$ cat config.mk
export PLATFORM = sky130hd
export DESIGN_NAME = if_fetch_stage_flat
export DESIGN_NICKNAME = d
export VERILOG_FILES = /design/src/rtl/if_fetch_stage_if.sv /design/src/rtl/if_fetch_stage.sv /design/src/flat_wrapper.sv
export SDC_FILE = /design/constraint.sdc
export NUM_CORES = 1
export LEC_CHECK = 0
export ABC_AREA = 1
export ABC_CLOCK_PERIOD_IN_PS = 4000
export BUFFER_PORTS_ARGS = -buffer_cell sky130_fd_sc_hd__buf_2
export CAP_MARGIN = 10
export CORE_MARGIN = 5
export CORE_UTILIZATION = 50
export DETAILED_ROUTE_END_ITERATION = 8
export GPL_TIMING_DRIVEN = 0
export PLACE_DENSITY = 0.77
export SLEW_MARGIN = 5
export SYNTH_ARGS = -nofsm -noshare
export SYNTH_HDL_FRONTEND = slang
export SYNTH_SLANG_ARGS = --single-unit
$ cat constraint.sdc
create_clock -name clock -period 4 [get_ports clock]
set_input_delay 0.2 -clock clock [delete_from_list [all_inputs] [get_ports clock]]
set_output_delay 0.2 -clock clock [all_outputs]
set_load 0.01 [all_outputs]
$ cat src/rtl/if_fetch_stage_if.sv
// Instruction-memory request/response bundle between the fetch stage (master)
// and instruction memory (slave).
interface if_fetch_stage_if;
    logic        IMemReq;
    logic [31:0] IMemAddr;
    logic        IMemReady;
    logic [31:0] IMemRData;

    modport master (
        output IMemReq,
        output IMemAddr,
        input  IMemReady,
        input  IMemRData
    );

    modport slave (
        input  IMemReq,
        input  IMemAddr,
        output IMemReady,
        output IMemRData
    );
endinterface

$ cat src/rtl/if_fetch_stage.sv
// MIPS IF stage: PC ownership, next-PC selection and instruction-memory handshake.
// Optional macro IF_ALIGN_TRAP_EN adds a sticky AlignTrap output for misaligned redirects.
module if_fetch_stage #(
    parameter logic [31:0] RESET_PC = 32'h0000_0000
) (
    input  logic               clock,
    input  logic               reset,
    input  logic               PCWrite,
    input  logic               BranchTaken,
    input  logic [31:0]        BranchTarget,
    input  logic               Jump,
    input  logic [31:0]        JumpTarget,
    if_fetch_stage_if.master   imem,
    output logic [31:0]        Inst,
    output logic [31:0]        PC_Plus4,
    output logic               InstValid,
    output logic               Flush
`ifdef IF_ALIGN_TRAP_EN
    ,
    output logic               AlignTrap
`endif
);

    typedef enum logic [1:0] {
        REQ   = 2'd0,
        HOLD  = 2'd1,
        DRAIN = 2'd2
    } state_t;

    state_t      state, state_next;
    logic [31:0] pc, pc_next;
    logic [31:0] pc_plus;
    logic [31:0] hold_buf, hold_buf_next;
    logic [31:0] drain_addr, drain_addr_next;
    logic        redirect;
    logic [31:0] target;
    logic [31:0] target_aligned;

    assign pc_plus        = pc + 32'd4;
    assign redirect       = BranchTaken | Jump;
    assign target         = BranchTaken ? BranchTarget : JumpTarget;
    assign target_aligned = {target[31:2], 2'b00};

    always_comb begin
        state_next      = state;
        pc_next         = pc;
        hold_buf_next   = hold_buf;
        drain_addr_next = drain_addr;
        imem.IMemReq    = 1'b0;
        imem.IMemAddr   = pc;
        InstValid       = 1'b0;
        Inst            = 32'h0;
        PC_Plus4        = pc_plus;
        Flush           = 1'b0;

        if (!reset) begin
            Flush = redirect;
            case (state)
                REQ: begin
                    imem.IMemReq = 1'b1;
                    if (redirect) begin
                        pc_next = target_aligned;
                        if (!imem.IMemReady) begin
                            drain_addr_next = pc;
                            state_next      = DRAIN;
                        end
                    end else if (imem.IMemReady) begin
                        InstValid = 1'b1;
                        Inst      = imem.IMemRData;
                        if (PCWrite) begin
                            pc_next = pc_plus;
                        end else begin
                            hold_buf_next = imem.IMemRData;
                            state_next    = HOLD;
                        end
                    end
                end

                HOLD: begin
                    if (redirect) begin
                        pc_next    = target_aligned;
                        state_next = REQ;
                    end else begin
                        InstValid = 1'b1;
                        Inst      = hold_buf;
                        if (PCWrite) begin
                            pc_next    = pc_plus;
                            state_next = REQ;
                        end
                    end
                end

                DRAIN: begin
                    // The abandoned request must be completed before the target is fetched.
                    imem.IMemReq  = 1'b1;
                    imem.IMemAddr = drain_addr;
                    if (redirect) begin
                        pc_next = target_aligned;
                    end
                    if (imem.IMemReady) begin
                        state_next = REQ;
                    end
                end

                default: state_next = REQ;
            endcase
        end
    end

    always_ff @(posedge clock) begin
        if (reset) begin
            state <= REQ;
            pc    <= RESET_PC;
        end else begin
            state <= state_next;
            pc    <= pc_next;
        end
    end

    // NOTE: pure datapath registers are only read after being written, so they skip reset.
    always_ff @(posedge clock) begin
        hold_buf   <= hold_buf_next;
        drain_addr <= drain_addr_next;
    end

`ifdef IF_ALIGN_TRAP_EN
    always_ff @(posedge clock) begin
        if (reset) begin
            AlignTrap <= 1'b0;
        end else if (redirect && (target[1:0] != 2'b00)) begin
            AlignTrap <= 1'b1;
        end
    end
`endif

endmodule

$ cat src/flat_wrapper.sv
// flat-port wrapper written by rule: the top's interface ports become plain ports
module if_fetch_stage_flat 
#(
    parameter logic [31:0] RESET_PC = 32'h0000_0000
)
  (clock, reset, PCWrite, BranchTaken, BranchTarget, Jump, JumpTarget, Inst, PC_Plus4, InstValid, Flush, imem_IMemReq, imem_IMemAddr, imem_IMemReady, imem_IMemRData);
  if_fetch_stage_if imem_i ();
  input  logic clock;
  input  logic reset;
  input  logic PCWrite;
  input  logic BranchTaken;
  input  logic [31:0] BranchTarget;
  input  logic Jump;
  input  logic [31:0] JumpTarget;
  output logic [31:0] Inst;
  output logic [31:0] PC_Plus4;
  output logic InstValid;
  output logic Flush;
  output wire logic [$bits(imem_i.IMemReq)-1:0] imem_IMemReq;
  output wire logic [$bits(imem_i.IMemAddr)-1:0] imem_IMemAddr;
  input wire logic [$bits(imem_i.IMemReady)-1:0] imem_IMemReady;
  input wire logic [$bits(imem_i.IMemRData)-1:0] imem_IMemRData;
  assign imem_IMemReq = imem_i.IMemReq;
  assign imem_IMemAddr = imem_i.IMemAddr;
  assign imem_i.IMemReady = imem_IMemReady;
  assign imem_i.IMemRData = imem_IMemRData;
  if_fetch_stage #(.RESET_PC(RESET_PC)) u_core (.clock(clock), .reset(reset), .PCWrite(PCWrite), .BranchTaken(BranchTaken), .BranchTarget(BranchTarget), .Jump(Jump), .JumpTarget(JumpTarget), .imem(imem_i), .Inst(Inst), .PC_Plus4(PC_Plus4), .InstValid(InstValid), .Flush(Flush));
endmodule
==> Yosys cells after proc, flatten, opt, wreduce, memory -nomap -nowiden <==
Index checks and enable logic that the tools add are counted.
{ "totals": {"reg_bits": 98, "inputBits": 102, "wordCells": 55} }
{ "op_classes": {"n_addsub": 1, "eq_ne": 8, "n_mux": 30, "n_bitwise": 5, "reduce_logical": 7} }
{ "ops": {"columns": ["operator", "count"], "rows": [
  ["32-bit 2-to-1 mux", 12],
  ["32-bit case mux with 3 select lines", 1],
  ["32-bit case mux with 2 select lines", 1],
  ["32-bit by 3-bit adder with 32-bit output (second input constant)", 1],
  ["2-bit 2-to-1 mux", 7],
  ["5-bit AND reduction", 2],
  ["3-bit by 2-bit != test with 1-bit output (second input constant)", 3],
  ["1-bit 2-to-1 mux", 7],
  ["2-bit case mux with 3 select lines", 1],
  ["1-bit inverter", 4],
  ["4-bit AND reduction", 1],
  ["3-bit != test (second input constant)", 1],
  ["3-bit AND reduction", 1],
  ["3-bit nonzero test", 1],
  ["2-bit by 1-bit equality test with 1-bit output (second input constant)", 1],
  ["2-bit equality test (second input constant)", 1],
  ["2-bit zero test", 1],
  ["2-bit by 1-bit != test with 1-bit output (second input constant)", 1],
  ["2-bit != test (second input constant)", 1],
  ["1-bit case mux with 2 select lines", 1],
  ["2-bit OR reduction", 1],
  ["1-bit OR", 1]
]} }

==> Longest topological paths before layout <==
Gate-level depths: netlist (run 1).
{ "depth": {"ltp_word": 5, "ltp_mapped": 10, "ltp_nobuf": 10} }

==> Least setup slack after synthesis (run 1) <==
Ideal clock, no wire load.
{ "synth_path": {"path_type": "flip-flop to flip-flop", "startpoint": "reg u_core.state[1]", "endpoint": "reg u_core.hold_buf[0] (enable)", "arrival_time_ps": 2959, "required_time_ps": 3539, "path_slack_ps": 580, "stages_incl_launch_ff": 6, "synth_period_minus_slack_ps": 3420, "cell_sequence": "dfxtp_1 > inv_2 > nand2_1 > nor2_4 > nand2_1 > nor3_1"} }
{ "synth_via": {"elab_chain_len": 2} }
{ "synth_rtl": {"columns": ["element", "line", "rtl"], "rows": [
  ["start, declared", "if_fetch_stage.sv:30", "state_t state, state_next;"],
  ["start signal, assigned", "if_fetch_stage.sv:115", "state <= state_next;"],
  ["2-bit zero test", "if_fetch_stage.sv:58", "case (state)"],
  ["5-bit AND reduction (no line)", null, null],
  ["end signal, assigned", "if_fetch_stage.sv:122", "hold_buf <= hold_buf_next;"],
  ["end, declared", "if_fetch_stage.sv:33", "logic [31:0] hold_buf, hold_buf_next;"]
]} }
No other way between the ends.
A chain may end at the register's enable or synchronous reset.

==> Final worst setup path (run 1) <==
{ "layout_path": {"startpoint": "reg u_core.pc[3]", "endpoint": "out PC_Plus4[16]"} }
{ "layout_via": {"elab_chain_len": 1} }
{ "layout_rtl": {"columns": ["element", "line", "rtl"], "rows": [
  ["start, declared", "if_fetch_stage.sv:31", "logic [31:0] pc, pc_next;"],
  ["start signal, assigned", "if_fetch_stage.sv:116", "pc <= pc_next;"],
  ["32-bit by 3-bit adder with 32-bit output", "if_fetch_stage.sv:39", "assign pc_plus = pc + 32'd4;"],
  ["end, declared", "flat_wrapper.sv:16", "output logic [31:0] PC_Plus4;"]
]} }
No other way between the ends.

==> results of run 1 <==
registers in the layout, indices dropped and copies added, names as in the netlist:
register           count
u_core.drain_addr     30
u_core.hold_buf       32
u_core.state           2
u_core.pc             30
cell families after synthesis:
| family | count (synthesis) |
|---|---|
| AOI/OAI and AO/OA | 135 |
| DFF | 94 |
| adders and majority gates | 1 |
| xor gates and xnor gates | 15 |
| buffers and inverters | 72 |
| and+or+nand+nor | 365 |
| other | 1 |
| muxes | 21 |
path summary, 6_finish.rpt:
kind	from	to	slack, ps	cells past startpoint
setup reg to reg	u_core.state[0]$_SDFFE_PP0P_	u_core.hold_buf[30]$_DFFE_PP_	1870	6
setup / recovery	u_core.pc[3]$_SDFFE_PP0P_	PC_Plus4[16]	1720	6
hold / removal	imem_IMemRData[27]	u_core.hold_buf[27]$_DFFE_PP_	20	1
hold reg to reg	u_core.pc[31]$_SDFFE_PP0P_	u_core.drain_addr[31]$_DFFE_PP_	510	0
power groups by stage:
stage          logic [mW]  registers (mW)  clock network, mW
2_1_floorplan       0.349            1.18                  0
3_3_place_gp        0.568            1.19                  0
3_5_place_dp        0.581            1.19                  0
4_1_cts             0.584            1.17              0.647
5_1_grt             0.645            1.18              0.687
6_report            0.582            1.17              0.639
Yosys cell counts, types with 8 or more instances:
| library cell | number |
|---|---|
| o21ai_0 | 28 |
| edfxtp_1 | 62 |
| inv_1 | 26 |
| nor2_1 | 51 |
| buf_2 | 16 |
| mux2_2 | 19 |
| a21oi_1 | 96 |
| nand2_1 | 228 |
| nor2_2 | 8 |
| dfxtp_1 | 32 |
| nand3_1 | 47 |
| clkbuf_1 | 15 |
stage by stage:
step / hold WS [ps] / worst slack [ps]
floorplan: 273 / 580
global placement: 392 / -503
detailed placement: 392 / 1890
CTS: 7.96 / 1730
global route: 0.417 / 1600
finish: 17.7 / 1720
layer usage:
layer  up-vias  GRT usage (%)
met1      2493           32.8
met4         0           7.36
met3        24           3.45
met2       217           39.6
li1       2759              -
met5         -              0
worst reg2reg max path: stages, from the launching register on:
cell,delay [ps]
dfxtp_1,330
inv_1,110
nand2_1,110
nor2_4,200
nand2_1,140
nor3_2,600
buf_4,340
area by class of cell:
cell class | count | area, µm² | area share (%)
plain buffers | 42 | 204 | 2.92
clock buffers | 9 | 124 | 1.78
clock inverters | 7 | 71.3 | 1.02
inverters | 30 | 113 | 1.61
multi-input cells | 541 | 2780 | 39.8
flip-flops and latches | 94 | 2500 | 35.9
well taps | 140 | 175 | 2.51
repair buffers | 197 | 1010 | 14.5
timing repair:
item,4_1_cts,5_1_grt
resized for setup,0,0
endpoints found under the hold margin,0,1
buffers inserted,0,0
hold buffers,0,1
==> flow_metrics.tcl, run 1 <==
set metrics [dict create \
    netlist-cell-type-count 34 \
    status "completed" \
    synthMuxAreaShare_pct 4.20 \
    numCtsBuffers 9 \
    cts_tree "done" \
    design_area_um2 6980 \
    power_leakage_nw 3.16 \
    layout_common_cells "nand2_1 (228), buf_2 (207), a21oi_1 (96), edfxtp_1 (62), nor2_1 (51)" \
    yosysWarnings 0 \
    syn_area_um2 5570 \
    post-dp-hpwl_um 12700 \
    end_kind "primary output" \
    crit_chain "ha_1, nand3_1, nor2_2, nand3_1, xnor2_2, buf_2" \
    finalHoldViolations 0 \
    power.density_nw_per_um2 343 \
    viasPerCell 5.18 \
    met2WireLength_um 7610 \
    htreeDepth 3 \
    slowest_stage "dfxtp_1" \
    fin_nets 1018 \
    pwr-share-seq_pct 49.0 \
    drt_iter0_drc 563 \
    drt_wl_total_um 16200 \
    grtUsageTotal_pct 24.0 \
    p_sw_share_pct 31.9 \
    wl_per_cell_um 15.3 \
    numClockSinks 94 \
    fin_crit_ps 2280 \
    placed_cell_area_um2 6770 \
    synthAdderAreaFrac_pct 0.224 \
    final_layout_size_suffix_gt1_share_pct 32.5 \
    grt_setup_unrepaired "no" \
    gp_congestion 0.943 \
    max_freq_mhz 439 \
    fillerInstances 1005 \
    synth.area.top_cells "edfxtp_1 (33%), nand2_1 (15%), dfxtp_1 (11%), a21oi_1 (8.6%), nand3_1 (4.2%)" \
    clkPwrFrac_pct 26.7 \
    start_util_pct 51.2 \
    path_max_fanout 5 \
    ys_seq_area_share_pct 44.9 \
    wl_met3_um 1080 \
    clk_latency_ps 360 \
    fin_crit_sh_pct 57.0 \
    core-area_um2 10900 \
    first_pass_iters 5 \
    switchingPower_mw 0.763 \
    slew_violations 0 \
    crit_arrival_ps 2080 \
    synth_compound_area_share_pct 12.5 \
    die_x_um 116 \
    synth_top_family_by_area "simple AND/OR/NAND/NOR gates" \
    cts_buffer_depth 2 \
    final_util_pct 64.1 \
    layout_commonest_cell "nand2_1" \
    synth_edf_count 62 \
    synth_area_per_cell_um2 7.92 \
    grt_pass1_wl_um 25100 \
    max_slew_margin_pct 49.4 \
    wirelength_met1_um 7160 \
    p_int_mw 1.63 \
    clkSlewWorstSetupHoldPaths_ps 100 \
    die_height_um 116 \
    maxCapViolCount 0 \
    io_buffers 191 \
    syn_inst 704 \
    async_flop_share_pct 0 \
    setup_viol 0 \
    synthXorXnorAreaFrac_pct 3.30 \
    top_level_ports 201 \
    rows 38 \
    cp_common_cell "nand3_1" \
    ant_nets 0 \
    syn_to_final_growth_pct 25.2 \
    grt-ovfl-total 0 \
    vdd_drop_max_uv 215 \
    drc 0 \
    slowest_delay_ps 430 \
    cp_top_family "simple AND/OR/NAND/NOR gates" \
    cts_root_buffer "clkbuf_8" \
    diodes 0 \
    synth_top_area_share_pct 33.4 \
    grt_max_degree 17 \
    ys_seq_elements 94 \
    totalNegativeSetupSlack_ps 0 \
    num_vias 5493 \
    hp-class "input port to flip-flop" \
    synthSimpleGateAreaFrac_pct 29.1 \
    crit_type "flip-flop to primary output" \
    tightest_slew_ps 756 \
    antenna_found_initial 0 \
    die-area_um2 13400 \
    comb_power_share_pct 24.3 \
    fin_cells 1060 \
    synth-main-ff-cell "edfxtp_1" \
    path_buf_inv 1 \
    cp.required_ps 3800 \
    grt_pass1_vias 5095 \
    highest_layer "met4" \
    dp.cells 1043 \
    clock_skew_ps 15.4 \
    p_total_mw 2.39 \
    synth.largest_area_cell "edfxtp_1" \
    startpoint_type "flip-flop" \
]
(Power assumes the default switching activity.)
==> run 2: changes to the inputs <==
--- a/config.mk
+++ b/config.mk
@@ -6,14 +6,14 @@
 export NUM_CORES = 1
 export LEC_CHECK = 0
 export ABC_AREA = 1
-export ABC_CLOCK_PERIOD_IN_PS = 4000
+export ABC_CLOCK_PERIOD_IN_PS = 1950
 export BUFFER_PORTS_ARGS = -buffer_cell sky130_fd_sc_hd__buf_2
 export CAP_MARGIN = 10
 export CORE_MARGIN = 5
-export CORE_UTILIZATION = 50
+export CORE_UTILIZATION = 46
 export DETAILED_ROUTE_END_ITERATION = 8
 export GPL_TIMING_DRIVEN = 0
-export PLACE_DENSITY = 0.77
+export PLACE_DENSITY = 0.75
 export SLEW_MARGIN = 5
 export SYNTH_ARGS = -nofsm -noshare
 export SYNTH_HDL_FRONTEND = slang
==> constraint.sdc (replaced) <==
create_clock -name clock -period 1.95 [get_ports clock]
set_input_delay 0.0975 -clock clock [delete_from_list [all_inputs] [get_ports clock]]
set_output_delay 0.0975 -clock clock [all_outputs]
set_load 0.01 [all_outputs]
==> flow_metrics.tcl, run 2 (synthesis results as in run 1) <==
set metrics [dict create \
    status "completed" \
    wl_per_cell_um 15.6 \
    start_util_pct 46.6 \
    maxCapViolCount 0 \
    power.density_nw_per_um2 706 \
    fin_nets 1050 \
    antenna_found_initial 2 \
    hp-class "input port to flip-flop" \
    crit_type "flip-flop to primary output" \
    finalHoldViolations 0 \
    slew_violations 0 \
    die-area_um2 14400 \
    layout_common_cells "nand2_1 (222), buf_2 (206), a21oi_1 (94), edfxtp_1 (62), nor2_1 (48)" \
    largest_reg_flops 32 \
    num_vias 5541 \
    numCtsBuffers 9 \
    clock_skew_ps 7.83 \
    fin_ws_ps 74.0 \
    final_util_pct 63.0 \
    clk_latency_ps 340 \
    max_freq_mhz 533 \
    fin_crit_sh_pct 96.2 \
    drt_wl_total_um 17200 \
    grt_pass1_wl_um 27100 \
    max_slew_margin_pct 58.3 \
    post-dp-hpwl_um 12900 \
    viasPerCell 5.04 \
    first_pass_iters 5 \
    drt_iter0_drc 422 \
    top_level_ports 201 \
    grt_max_degree 21 \
    cts_buffer_depth 2 \
    syn_to_final_growth_pct 35.2 \
    grtUsageTotal_pct 23.6 \
    fin_crit_ps 1880 \
    rows 40 \
    core-area_um2 12000 \
    reg_top3 "u_core.hold_buf: 32 flops, u_core.drain_addr: 30 flops, u_core.pc: 30 flops" \
    grt-ovfl-total 0 \
    die_x_um 120 \
    dp.cells 1048 \
    crit_arrival_ps 1780 \
    die_height_um 120 \
    p_total_mw 5.32 \
    tightest_slew_ps 624 \
    ant_nets 0 \
    cts_root_buffer "clkbuf_16" \
    setup_viol 0 \
    gp_congestion 0.964 \
    vdd_drop_max_uv 457 \
    end_kind "primary output" \
    drc 0 \
    layout_commonest_cell "nand2_1" \
    fin_cells 1100 \
    io_buffers 191 \
    startpoint_type "flip-flop" \
    numClockSinks 94 \
    clkSlewWorstSetupHoldPaths_ps 60 \
    place_ws_ps -48.3 \
    path_max_fanout 10 \
    cp.required_ps 1850 \
    power_leakage_nw 3.36 \
    largest-register "u_core.hold_buf" \
    cts_tree "done" \
    grt_pass1_vias 5427 \
    final_layout_size_suffix_gt1_share_pct 34.8 \
    totalNegativeSetupSlack_ps 0 \
    htreeDepth 3 \
]
## run 2: cell count changes in the layout (fill, tap and decap cells not counted), moves of 6 or more
cell / delta
dfxtp_2: +15
clkbuf_8: -8
nand2_2: +6
dfxtp_1: -18
nand2_1: -6
clkbuf_16: +9
dlygate4sd3_1: +32
## run 2: worst max-delay path: stages, from the launching register on
cell     delay, ps
dfxtp_2        350
inv_2           80
nand2_1         90
nor2_4         210
buf_2          250
nand2_1         90
a21oi_1        190
buf_2          180
## run 2: repair_timing
item	4_1_cts	5_1_grt
setup endpoints to repair	69	58
hold endpoints to repair	33	0
buffers inserted	2	0
gates resized for setup	13	34
hold buffers	33	0
pin swaps	2	2
## run 2: layout make-up
cell class	instances	area (µm²)
Clock buffer	15	258
Timing Repair Buffer	229	1370
Tap cell	147	184
Clock inverter	1	5.00
Antenna cell	1	2.50
Sequential cell	94	2530
Inverter	30	113
Buffer	42	219
Fill cell	1033	4430
Multi-Input combinational cell	541	2850
## run 2: metrics by stage
stage	hold WS [ps]	cell area, µm²
floorplan	170	5610
global placement	289	6750
detailed placement	291	6810
CTS	138	7470
global route	150	7540
finish	130	7540
## run 2: report_power, final
| group | switching (mW) | leakage [nW] | total [mW] | internal [mW] |
|---|---|---|---|---|
| registers | 0.149 | 0.841 | 2.43 | 2.28 |
| clock network | 0.711 | 0.128 | 1.61 | 0.901 |
| logic | 0.737 | 2.39 | 1.28 | 0.543 |
## run 2: worst paths after layout
check             slack (ps)                              end                         start  cells past startpoint
setup / recovery          70                         Inst[10]  u_core.state[1]$_SDFFE_PP0P_                      7
hold / removal           130        u_core.pc[4]$_SDFFE_PP0P_                 JumpTarget[4]                      5
setup reg to reg         290  u_core.drain_addr[22]$_DFFE_PP_  u_core.state[1]$_SDFFE_PP0P_                      4
hold reg to reg          490  u_core.drain_addr[31]$_DFFE_PP_    u_core.pc[31]$_SDFFE_PP0P_                      0
## run 2: per-layer routing
| layer | global-route usage (%) | up-vias | share of wire (%) |
|---|---|---|---|
| met1 | 31.0 | 2490 | 45 |
| met2 | 39.3 | 194 | 47 |
| met3 | 3.58 | 31 | 5.7 |
| met4 | 8.73 | 2 | 2.8 |
| met5 | 0 | - | 0.064 |
| li1 | - | 2824 | - |
